File: src/rtl/sram_tp_be_wr_packer.sv
// Write-side packer for the two-port bit-enable SRAM.
// Collects COL_WD-bit columns from a valid/ready stream into DAT_WD-bit
// words and issues one SRAM write per completed (or final partial) word,
// with per-column write enables covering unaligned first and last words.
module sram_tp_be_wr_packer #(
  parameter  int ADR_WD  = 5,
  parameter  int DAT_WD  = 64,
  parameter  int COL_WD  = 8,
  parameter  int LEN_WD  = 16,
  localparam int COL_NUM = DAT_WD / COL_WD,
  localparam int CNT_WD  = $clog2(DAT_WD / COL_WD)
) (
  input  logic               clk,
  input  logic               rstn,
  input  logic               start_i,
  input  logic [ADR_WD-1:0]  base_adr_i,
  input  logic [CNT_WD-1:0]  start_col_i,
  input  logic [LEN_WD-1:0]  len_i,
  input  logic               in_val_i,
  input  logic [COL_WD-1:0]  in_dat_i,
  output logic               in_rdy_o,
  output logic [COL_NUM-1:0] wr_ena_o,
  output logic [ADR_WD-1:0]  wr_adr_o,
  output logic [DAT_WD-1:0]  wr_dat_o,
  output logic               busy_o,
  output logic               done_o
);

  typedef enum logic {
    IDLE = 1'b0,
    BUSY = 1'b1
  } state_t;

  state_t              state_r;
  state_t              state_nxt;

  logic [ADR_WD-1:0]   adr_r;
  logic [CNT_WD-1:0]   col_r;
  logic [LEN_WD-1:0]   rem_r;
  logic [COL_NUM-1:0]  pk_ena_r;
  logic [DAT_WD-1:0]   pk_dat_r;

  logic [COL_NUM-1:0]  wr_ena_r;
  logic [ADR_WD-1:0]   wr_adr_r;
  logic [DAT_WD-1:0]   wr_dat_r;
  logic                done_r;

  logic                beat_acc;
  logic                beat_last;
  logic                beat_flush;
  logic [COL_NUM-1:0]  beat_ena;
  logic [DAT_WD-1:0]   beat_dat;

  assign beat_acc   = (state_r == BUSY) && in_val_i;
  assign beat_last  = (rem_r == LEN_WD'(1));
  assign beat_flush = (col_r == CNT_WD'(COL_NUM - 1)) || beat_last;

  // Steer the incoming column into its lane of a word-wide vector.
  always_comb begin
    beat_ena = '0;
    beat_dat = '0;
    for (int unsigned c = 0; c < COL_NUM; c++) begin
      if (col_r == CNT_WD'(c)) begin
        beat_ena[c]                  = 1'b1;
        beat_dat[c*COL_WD +: COL_WD] = in_dat_i;
      end
    end
  end

  // Next-state logic: a zero-length start never leaves IDLE.
  always_comb begin
    state_nxt = state_r;
    case (state_r)
      IDLE:    if (start_i && (len_i != '0)) state_nxt = BUSY;
      BUSY:    if (beat_acc && beat_last)    state_nxt = IDLE;
      default: state_nxt = IDLE;
    endcase
  end

  // State register.
  always_ff @(posedge clk or negedge rstn) begin
    if (!rstn) state_r <= IDLE;
    else       state_r <= state_nxt;
  end

  // Transfer bookkeeping, packing and the registered SRAM write port.
  always_ff @(posedge clk or negedge rstn) begin
    if (!rstn) begin
      adr_r    <= '0;
      col_r    <= '0;
      rem_r    <= '0;
      pk_ena_r <= '0;
      pk_dat_r <= '0;
      wr_ena_r <= '0;
      wr_adr_r <= '0;
      wr_dat_r <= '0;
      done_r   <= 1'b0;
    end else begin
      wr_ena_r <= '0;
      done_r   <= 1'b0;
      if ((state_r == IDLE) && start_i) begin
        adr_r    <= base_adr_i;
        col_r    <= start_col_i;
        rem_r    <= len_i;
        pk_ena_r <= '0;
        pk_dat_r <= '0;
        if (len_i == '0) done_r <= 1'b1;
      end else if (beat_acc) begin
        rem_r <= rem_r - LEN_WD'(1);
        col_r <= col_r + CNT_WD'(1);
        if (beat_flush) begin
          // Merge the completing beat directly into the write; pack regs restart empty.
          wr_ena_r <= pk_ena_r | beat_ena;
          wr_dat_r <= pk_dat_r | beat_dat;
          wr_adr_r <= adr_r;
          adr_r    <= adr_r + ADR_WD'(1);
          pk_ena_r <= '0;
          pk_dat_r <= '0;
        end else begin
          pk_ena_r <= pk_ena_r | beat_ena;
          pk_dat_r <= pk_dat_r | beat_dat;
        end
        if (beat_last) done_r <= 1'b1;
      end
    end
  end

  assign in_rdy_o = (state_r == BUSY);
  assign busy_o   = (state_r == BUSY);
  assign wr_ena_o = wr_ena_r;
  assign wr_adr_o = wr_adr_r;
  assign wr_dat_o = wr_dat_r;
  assign done_o   = done_r;

endmodule

File: config.mk
export PLATFORM = sky130hd
export DESIGN_NAME = sram_tp_be_wr_packer
export DESIGN_NICKNAME = d
export VERILOG_FILES = /design/src/rtl/sram_tp_be_wr_packer.sv
export SDC_FILE = /design/constraint.sdc
export NUM_CORES = 1
export LEC_CHECK = 0
export BUFFER_PORTS_ARGS = -buffer_cell sky130_fd_sc_hd__buf_2
export CORE_UTILIZATION = 56
export DETAILED_ROUTE_END_ITERATION = 10
export MAX_ROUTING_LAYER = met4
export PLACE_DENSITY = 0.83
export SYNTH_ARGS = -nofsm -noshare
export SYNTH_HDL_FRONTEND = slang
export SYNTH_SLANG_ARGS = --single-unit
export TNS_END_PERCENT = 20
File: constraint.sdc
create_clock -name clk -period 2.8 [get_ports clk]
set_clock_uncertainty 0.2 [all_clocks]
set_input_delay 0.28 -clock clk [delete_from_list [all_inputs] [get_ports clk]]
set_output_delay 0.28 -clock clk [all_outputs]
set_load 0.005 [all_outputs]
# Yosys cells after proc, flatten, opt, wreduce, memory -nomap -nowiden

Cells that the tools add are included.

Word-level logic and storage cells: 76
Register bits: 175
Output and inout port bits: 80
Input bits: 36

Bitwise gates (word level): 4
Multiplexer cells: 39
Equal/unequal tests: 8
Add/subtract/negate cells: 3
Reduce and logical (&&, ||, !) cells: 12

Operator list:

| cell                  | number |
|---|---|
| $mux 64               | 3 |
| $mux 8                | 14 |
| $or 64x64->64         | 1 |
| $mux 16               | 2 |
| $eq 16x1->1 const B   | 1 |
| $logic_not 16->1      | 1 |
| $reduce_bool 16->1    | 1 |
| $sub 16x1->16 const B | 1 |
| $mux 5                | 3 |
| $mux 1                | 14 |
| $eq 3x3->1 const B    | 4 |
| $or 8x8->8            | 1 |
| $eq 3x2->1 const B    | 2 |
| $mux 3                | 2 |
| $add 5x1->5 const B   | 1 |
| $logic_and 1x1->1     | 4 |
| $reduce_bool 2->1     | 2 |
| $add 3x1->3 const B   | 1 |
| $eq 3x1->1 const B    | 1 |
| $logic_not 3->1       | 1 |
| $reduce_and 3->1      | 1 |
| $not 1->1             | 2 |
| $pmux 1 s2            | 1 |
| $reduce_and 2->1      | 1 |
| $logic_or 1x1->1      | 1 |

# Logic depth before layout (Yosys ltp)

Gate-level depths: netlist (run 1).

Depth after elaboration: 6
Gate-level depth with buffers: 9
Gate-level depth less buffers: 6

# Least setup slack after synthesis (run 1)

OpenSTA, ideal clock, no wires.

Path kind: reg-to-reg
Start point: reg rem_r[7]
End point: reg wr_adr_r[3] (netlist: wr_adr_o[3])
Library setup time: 0.125 ns
Slack: 0.530 ns
Cell stages (with the launch flop): 6
Data arrival time: 1.946 ns
Period minus slack after synthesis: 2.270 ns
Data required time: 2.475 ns
Path buffers: 1
Cell sequence: dfrtp_1 > nor4_2 > a41oi_2 > nor2_4 > buf_4 > mux2_2

Longest elaborated chain between the ends: 3

RTL lines:

| element                           | RTL line | source |
|---|---|---|
| from (decl)                       | 39       | `logic [LEN_WD-1:0] rem_r;` |
| from (signal assigned)            | 104      | `rem_r <= len_i;` |
| from (signal assigned)            | 109      | `rem_r <= rem_r - LEN_WD'(1);` |
| $eq 16x1->1                       | 55       | `assign beat_last = (rem_r == LEN_WD'(1));` |
| $logic_or 1x1->1                  | 56       | `assign beat_flush = (col_r == CNT_WD'(COL_NUM - 1)) \|\| beat_last;` |
| $reduce_and 3->1 (no source line) | -        |  |
| to (signal assigned)              | 115      | `wr_adr_r <= adr_r;` |
| to (decl)                         | 44       | `logic [ADR_WD-1:0] wr_adr_r;` |

No other way between the ends.
A chain may end at the register's enable or synchronous reset.

# Final worst setup path (run 1)

Start point: reg rem_r[6]
End point: reg pk_ena_r[2]

Longest elaborated chain between the ends: 5

RTL lines:

| element              | RTL line | source |
|---|---|---|
| $eq 16x1->1          | 55       |  |
| $logic_or 1x1->1     | 56       |  |
| $mux 8               | 111      | `if (beat_flush) begin` |
| $mux 8               | 108      | `end else if (beat_acc) begin` |
| $mux 8               | 101      | `if ((state_r == IDLE) && start_i) begin` |
| to (signal assigned) | 120      | `pk_ena_r <= pk_ena_r \| beat_ena;` |
| to (decl)            | 40       | `logic [COL_NUM-1:0] pk_ena_r;` |

No other way between the ends. The select of a mux whose other input is x is not followed.

==> results by group, run 1 <==
Power and ir drop
  – Power density cells: 1120 nW/µm²
  – Sequential share of power: 43.7%
  – Power, Total: 10.2 mW
  – P_sw: 3.58 mW
  – Leak: 4.14 nW
  – Sw Ratio: 35.3%
  – Clock power frac: 25.3%
  – Comb pwr share: 31.0%
  – Power Internal: 6.57 mW
  – VDD IR max: 0.567 mV

Setup path
  – Startpoint type of the worst setup path: register
  – Crit Path Max Fanout: 42
  – Crit path largest cell delay: 0.58 ns
  – WS Path Type: reg -> reg
  – Crit-path cells: nor4_2 > a41oi_2 > buf_4 > o21ai_4 > buf_4 > nor2_1
  – CP required: 2.88 ns
  – Most frequent CP cell: buf_4
  – WP data arrival: 2.69 ns
  – Nature of the critical path endpoint: register
  – CP max-delay cell: nor4_2

Placement
  – Port Buf Inserts: 115
  – Cell area after placement: 8120 µm²
  – Placer Congestion: 0.844
  – Dpl ws: 0.345 ns
  – DP HPWL: 12.0 mm

Drt
  – DR pass1 iterations: 5
  – Final ANT Viol Nets: 0
  – DR vias: 6376
  – WL per Instance: 18.9 µm
  – DR iter-0 viols: 738
  – Avg Vias per Cell: 6.12
  – DRC Markers: 0
  – Final WL: 19.7 mm

GRT
  – Grt ovf: 0
  – First-pass GRT wire length: 31.3 mm
  – Largest net degree at the start of global routing: 70
  – Global router's overall resource usage: 31.0%
  – Antenna violations before repair: 0
  – Vias in the first global route: 6232

Yosys
  – Most used flip-flop cell after synthesis: dfrtp_1
  – Net Count, Synth: 791
  – Async SR Flop Fraction: 100%
  – Synth warnings: 0
  – Flops & latches, synth: 175
  – Synth Instances: 746
  – Synthesized area per cell: 9.91 µm²
  – Synthesized area: 7400 µm²
  – Sequential-to-total area share from yosys stat: 59.2%
  – Post-synth EDFFs: 0
  – Post-synth cell types: 48

STA
  – Endpoints failing setup: 0
  – Hold Violations, Final: 0
  – RSZ-0062 raised after global routing: false
  – Max_slew headroom: 42.1%
  – TNS Setup: 0 ns
  – Tightest Pin Transition: 0.869 ns
  – Final WS setup: 0.194 ns
  – Final Max Slew Viols: 0
  – Final Cycle Share: 93.1%
  – Crit path time final: 2.61 ns
  – Max Freq: 384 MHz

Clock tree
  – Clock buffer depth: 2
  – Clock latency on the worst-skew pair: 0.43 ns
  – Setup bufs post-CTS: 0
  – H-tree depth: 4
  – Clk pin slew, worst setup/hold paths: 0.07 ns
  – CTS sink cnt: 175
  – CTS tree: built
  – Cts bufs inserted: 17
  – CTS root buf: clkbuf_16

Floorplanning
  – Placeable core region: 12800 µm²
  – Die height: 117 µm
  – IO Count: 116
  – Initial Utilization: 57.9%
  – Site Rows: 41
  – Die Footprint: 13700 µm²
  – Die width: 117 µm

Cells and area
  – Final #Nets: 902
  – Layout cell share with drive strength beyond 1: 21.3%
  – Ant diodes: 0
  – Post-route design area: 9030 µm²
  – Syn-to-layout area delta: 22.1%
  – Fillers: 887
  – Final Core Density: 70.7%

Flow run
  – Max-cap violations: 0

Hold path
  – Worst Hold Class: in -> reg

Outcome
  – Status: complete, no violations
==> per-layer routing <==
layer	vias up	wire length (µm)	share of wire (%)	track usage (%)
met1	3136	8150	41	40.0
met2	356	9650	49	48.6
li1	2842	-	-	-
met4	0	340	1.7	11.1
met3	42	1540	7.8	7.05
met5	-	0	0	-
==> final cells by class <==
class | instances | area (µm²) | area share (%)
flip-flops and latches | 175 | 4380 | 48.5
multi-input cells | 497 | 2740 | 30.3
repair buffers | 160 | 1030 | 11.4
clock buffers | 21 | 470 | 5.21
well taps | 172 | 215 | 2.38
clock inverters | 11 | 178 | 1.97
inverters | 6 | 22.5 | 0.249
==> stage by stage <==
stage,hold slack (ns),cells
floorplan,-0.216,746
global placement,0.102,985
detailed placement,0.123,985
CTS,0.0937,1042
global route,0.125,1042
finish,0.115,1042
==> worst paths after layout <==
check / startpoint / endpoint / slack [ns] / cells past startpoint
min in group asynchronous: rstn / rem_r[6]$_DFFE_PN0P_ / 0.21 / 2
worst min-delay path: start_i / col_r[2]$_DFFE_PN0P_ / 0.12 / 3
worst max register to register: rem_r[6]$_DFFE_PN0P_ / pk_ena_r[2]$_DFFE_PN0P_ / 0.19 / 6
worst max-delay path: rem_r[6]$_DFFE_PN0P_ / pk_ena_r[2]$_DFFE_PN0P_ / 0.19 / 6
worst min register to register: pk_dat_r[61]$_DFFE_PN0P_ / pk_dat_r[61]$_DFFE_PN0P_ / 0.29 / 1
max in group asynchronous: rstn / pk_dat_r[36]$_DFFE_PN0P_ / 1.43 / 3
==> cells in the mapped netlist (3+ instances only) <==
cell type | number | area, µm²
dfrtp_1 | 175 | 4380
clkbuf_1 | 48 | 180
nor3_1 | 4 | 20.0
nand3_1 | 3 | 15.0
o21ai_0 | 20 | 100
nand2_1 | 25 | 93.8
buf_4 | 3 | 22.5
xnor2_1 | 6 | 52.6
inv_1 | 6 | 22.5
a22o_1 | 4 | 35.0
nor2b_1 | 4 | 25.0
o21a_1 | 8 | 60.1
buf_2 | 15 | 75.1
a21oi_1 | 248 | 1240
ha_1 | 9 | 113
mux2_2 | 5 | 56.3
a31oi_1 | 11 | 68.8
a32o_1 | 4 | 40.0
nor4_1 | 7 | 43.8
xor2_1 | 5 | 43.8
or3_1 | 3 | 18.8
nor2_1 | 86 | 323
nand4_1 | 5 | 31.3
and2_1 | 14 | 87.6
==> flip-flops by register name, summed over array words and instances, names as in the netlist <==
signal	count
busy_o	1
wr_dat_o	64
wr_adr_o	5
col_r	3
pk_ena_r	8
wr_ena_o	8
adr_r	5
rem_r	16
pk_dat_r	64
done_o	1
==> timing repair <==
action	4_1_cts	5_1_grt
hold buffers	25	0
hold endpoints to repair	87	0
gates resized for setup	1	1
endpoints found under the setup margin	1	81
==> cells by family (layout without fill, tap and decap cells) <==
| family | Yosys count | in the layout | synth area share [%] |
|---|---|---|---|
| mux | 5 | 5 | 0.761 |
| simple gates | 167 | 167 | 10.9 |
| compound gates | 305 | 305 | 22.1 |
| buf+inv | 74 | 198 | 4.16 |
| fa+ha+maj | 9 | 9 | 1.52 |
| xor+xnor | 11 | 11 | 1.30 |
| flops | 175 | 175 | 59.2 |
==> cells in the final DEF (no fill, tap or decap), drive strengths merged, types with 3 or more instances in the layout <==
cell,netlist,layout
o21a,8,8
nor2,87,87
buf,20,135
dfrtp,175,175
a32o,4,4
nor3,4,4
clkinvlp,0,3
nor2b,4,4
a21oi,248,248
xor2,5,5
o21ai,21,21
bufinv,0,4
a31oi,11,11
mux2,5,5
inv,6,8
clkbuf,48,21
nor4,9,9
or3,5,5
nand2,25,25
nand3,3,3
dlygate4sd3,0,25
and2,14,14
a22o,4,4
nand4,5,5
xnor2,6,6
ha,9,9
==> critical path, delay by kind of cell, from the launching register on <==
family,cells,cell delay (ns)
simple gates,2,0.71
buf+inv,2,0.65
flops,1,0.44
compound gates,2,0.42
==> power by group through the flow <==
stage / clock network [mW] / registers [mW] / logic [mW]
finish: 2.57 / 4.44 / 3.15
global route: 2.69 / 4.56 / 3.52
CTS: 2.57 / 4.41 / 3.14
detailed placement: 0 / 4.41 / 3.04
global placement: 0 / 4.36 / 2.88
floorplan: 0 / 4.31 / 1.87
Note: power is estimated with default switching activity, not from simulation.
==> run 2: changes to the inputs <==
--- a/config.mk
+++ b/config.mk
@@ -6,6 +6,8 @@
 export NUM_CORES = 1
 export LEC_CHECK = 0
 export BUFFER_PORTS_ARGS = -buffer_cell sky130_fd_sc_hd__buf_2
+export CORE_ASPECT_RATIO = 0.75
+export CORE_MARGIN = 3
 export CORE_UTILIZATION = 56
 export DETAILED_ROUTE_END_ITERATION = 10
 export MAX_ROUTING_LAYER = met4
==> results by group, run 2 (synthesized netlist as in run 1, its figures left out) <==
Setup path
  – Capturing point of the worst reg2reg path: wr_dat_o[55]$_DFFE_PN0P_
  – CP required: 2.88 ns
  – Flop2flop setup slack: 0.19 ns
  – Startpoint type of the worst setup path: register
  – Crit path largest cell delay: 0.68 ns
  – Nature of the critical path endpoint: register
  – WS Path Type: reg -> reg
  – Crit Reg-Reg Startpoint: rem_r[13]$_DFFE_PN0P_
  – CP max-delay cell: nor4_1
  – WP data arrival: 2.69 ns
  – CP top delay family: simple AND/OR/NAND/NOR gates
  – Crit-path cells: nor4_1 > a41oi_2 > nor2_4 > buf_4 > a21oi_1
  – Crit Path Max Fanout: 35
  – Crit path buf inv count: 1
  – Worst r2r path cells: 5

GRT
  – Vias in the first global route: 6468
  – First-pass GRT wire length: 33.7 mm
  – Grt ovf: 0
  – Antenna violations before repair: 1
  – Largest net degree at the start of global routing: 70
  – Global router's overall resource usage: 29.9%

Cells and area
  – Syn-to-layout area delta: 22.3%
  – Most frequent cells in the layout: 248 x a21oi_1, 175 x dfrtp_1, 114 x buf_2
  – Commonest non-fill, non-tap cell in the layout: a21oi_1
  – Layout cell share with drive strength beyond 1: 21.2%
  – Final #Nets: 903
  – Final Core Density: 71.7%

Clock tree
  – Cts bufs inserted: 17
  – Hold Buf Count CTS: 25
  – CTS root buf: clkbuf_16
  – H-tree depth: 4
  – Setup bufs post-CTS: 0
  – Clk pin slew, worst setup/hold paths: 0.07 ns
  – Post-CTS Resized: 0
  – Clock buffer depth: 2
  – CTS tree: built
  – CTS sink cnt: 175
  – Clock latency on the worst-skew pair: 0.43 ns

Drt
  – DRC Markers: 0
  – DR iter-0 viols: 566
  – DR vias: 6492
  – DR pass1 iterations: 5
  – Avg Vias per Cell: 6.25
  – Final WL: 20.7 mm
  – Final ANT Viol Nets: 0
  – WL per Instance: 19.9 µm

Power and ir drop
  – VDD IR max: 0.609 mV
  – Power density cells: 1140 nW/µm²
  – Leak: 4.15 nW

STA
  – Tightest Pin Transition: 0.978 ns
  – Max_slew headroom: 34.8%
  – TNS Setup: 0 ns
  – Crit path time final: 2.61 ns
  – Hold Violations, Final: 0
  – RSZ-0062 raised after global routing: false
  – Final Cycle Share: 93.0%
  – Max Freq: 384 MHz
  – Final Max Slew Viols: 0
  – Endpoints failing setup: 0

Hold path
  – Hold Crit Depth: 3
  – Start point of the worst hold path: in_dat_i[7]
  – Hold Path Sink: pk_dat_r[7]$_DFFE_PN0P_
  – Worst Hold Class: in -> reg

Floorplanning
  – IO Count: 116
  – Die width: 139 µm
  – Die height: 106 µm
  – Site Rows: 35
  – Placeable core region: 12600 µm²
  – Initial Utilization: 58.6%
  – Die Footprint: 14600 µm²

Placement
  – Port Buf Inserts: 115
  – DP HPWL: 12.7 mm
  – Placer Congestion: 0.884

Flow run
  – Max-cap violations: 0

Outcome
  – Status: complete, no violations
==> run 2: per-layer routing <==
metal	GRT usage [%]	wire length, µm	vias up
met5	-	0	-
met4	12.8	607	0
met3	6.98	1970	58
met2	43.8	9610	393
met1	40.7	8470	3209
li1	-	-	2832
==> run 2: final cells by class <==
class                   count  area [µm²]
multi-input cells         497        2730
repair buffers            161        1040
clock buffers              18         439
inverters                   6        22.5
flip-flops and latches    175        4380
diodes                      1        2.50
clock inverters            14         226
fillers                   884        3570
well taps                 166         208
==> run 2: power by group <==
| group | leakage (nW) | internal (mW) | switching, mW |
|---|---|---|---|
| Clock | 0.317 | 1.63 | 1.01 |
| Sequential | 2.19 | 3.64 | 0.819 |
| Combinational | 1.65 | 1.37 | 1.82 |
==> run 2: worst reg2reg max path: cells and delay by family, from the launching register on <==
family	cells	cell delay (ns)
and+or+nand+nor	2	0.98
AOI/OAI and AO/OA	2	0.46
DFF	1	0.42
buffers and inverters	1	0.41
==> run 2: metrics by stage <==
step	hold WS (ns)	setup slack (ns)	cells	power, mW	cell area (µm²)
after global routing	0.129	0.0567	1038	11.0	9040
final	0.138	0.195	1038	10.3	9040
after floorplan	-0.216	0.530	746	6.18	7400
after global placement	0.0845	0.382	980	7.32	8120
after detailed placement	0.0911	0.296	980	7.54	8120
after CTS	0.121	0.251	1037	10.3	9040
==> run 2: worst max path at each step <==
stage | from | endpoint | depth (start not counted)
3_3_place_gp | rem_r[13]$_DFFE_PN0P_ | wr_dat_o[5]$_DFFE_PN0P_ | 5
2_1_floorplan | rem_r[7]$_DFFE_PN0P_ | wr_adr_o[3]$_DFFE_PN0P_ | 5
5_1_grt | rem_r[13]$_DFFE_PN0P_ | wr_dat_o[43]$_DFFE_PN0P_ | 5
3_5_place_dp | rem_r[13]$_DFFE_PN0P_ | wr_dat_o[46]$_DFFE_PN0P_ | 5
6_report | rem_r[13]$_DFFE_PN0P_ | wr_dat_o[55]$_DFFE_PN0P_ | 5
4_1_cts | rem_r[13]$_DFFE_PN0P_ | wr_dat_o[56]$_DFFE_PN0P_ | 5
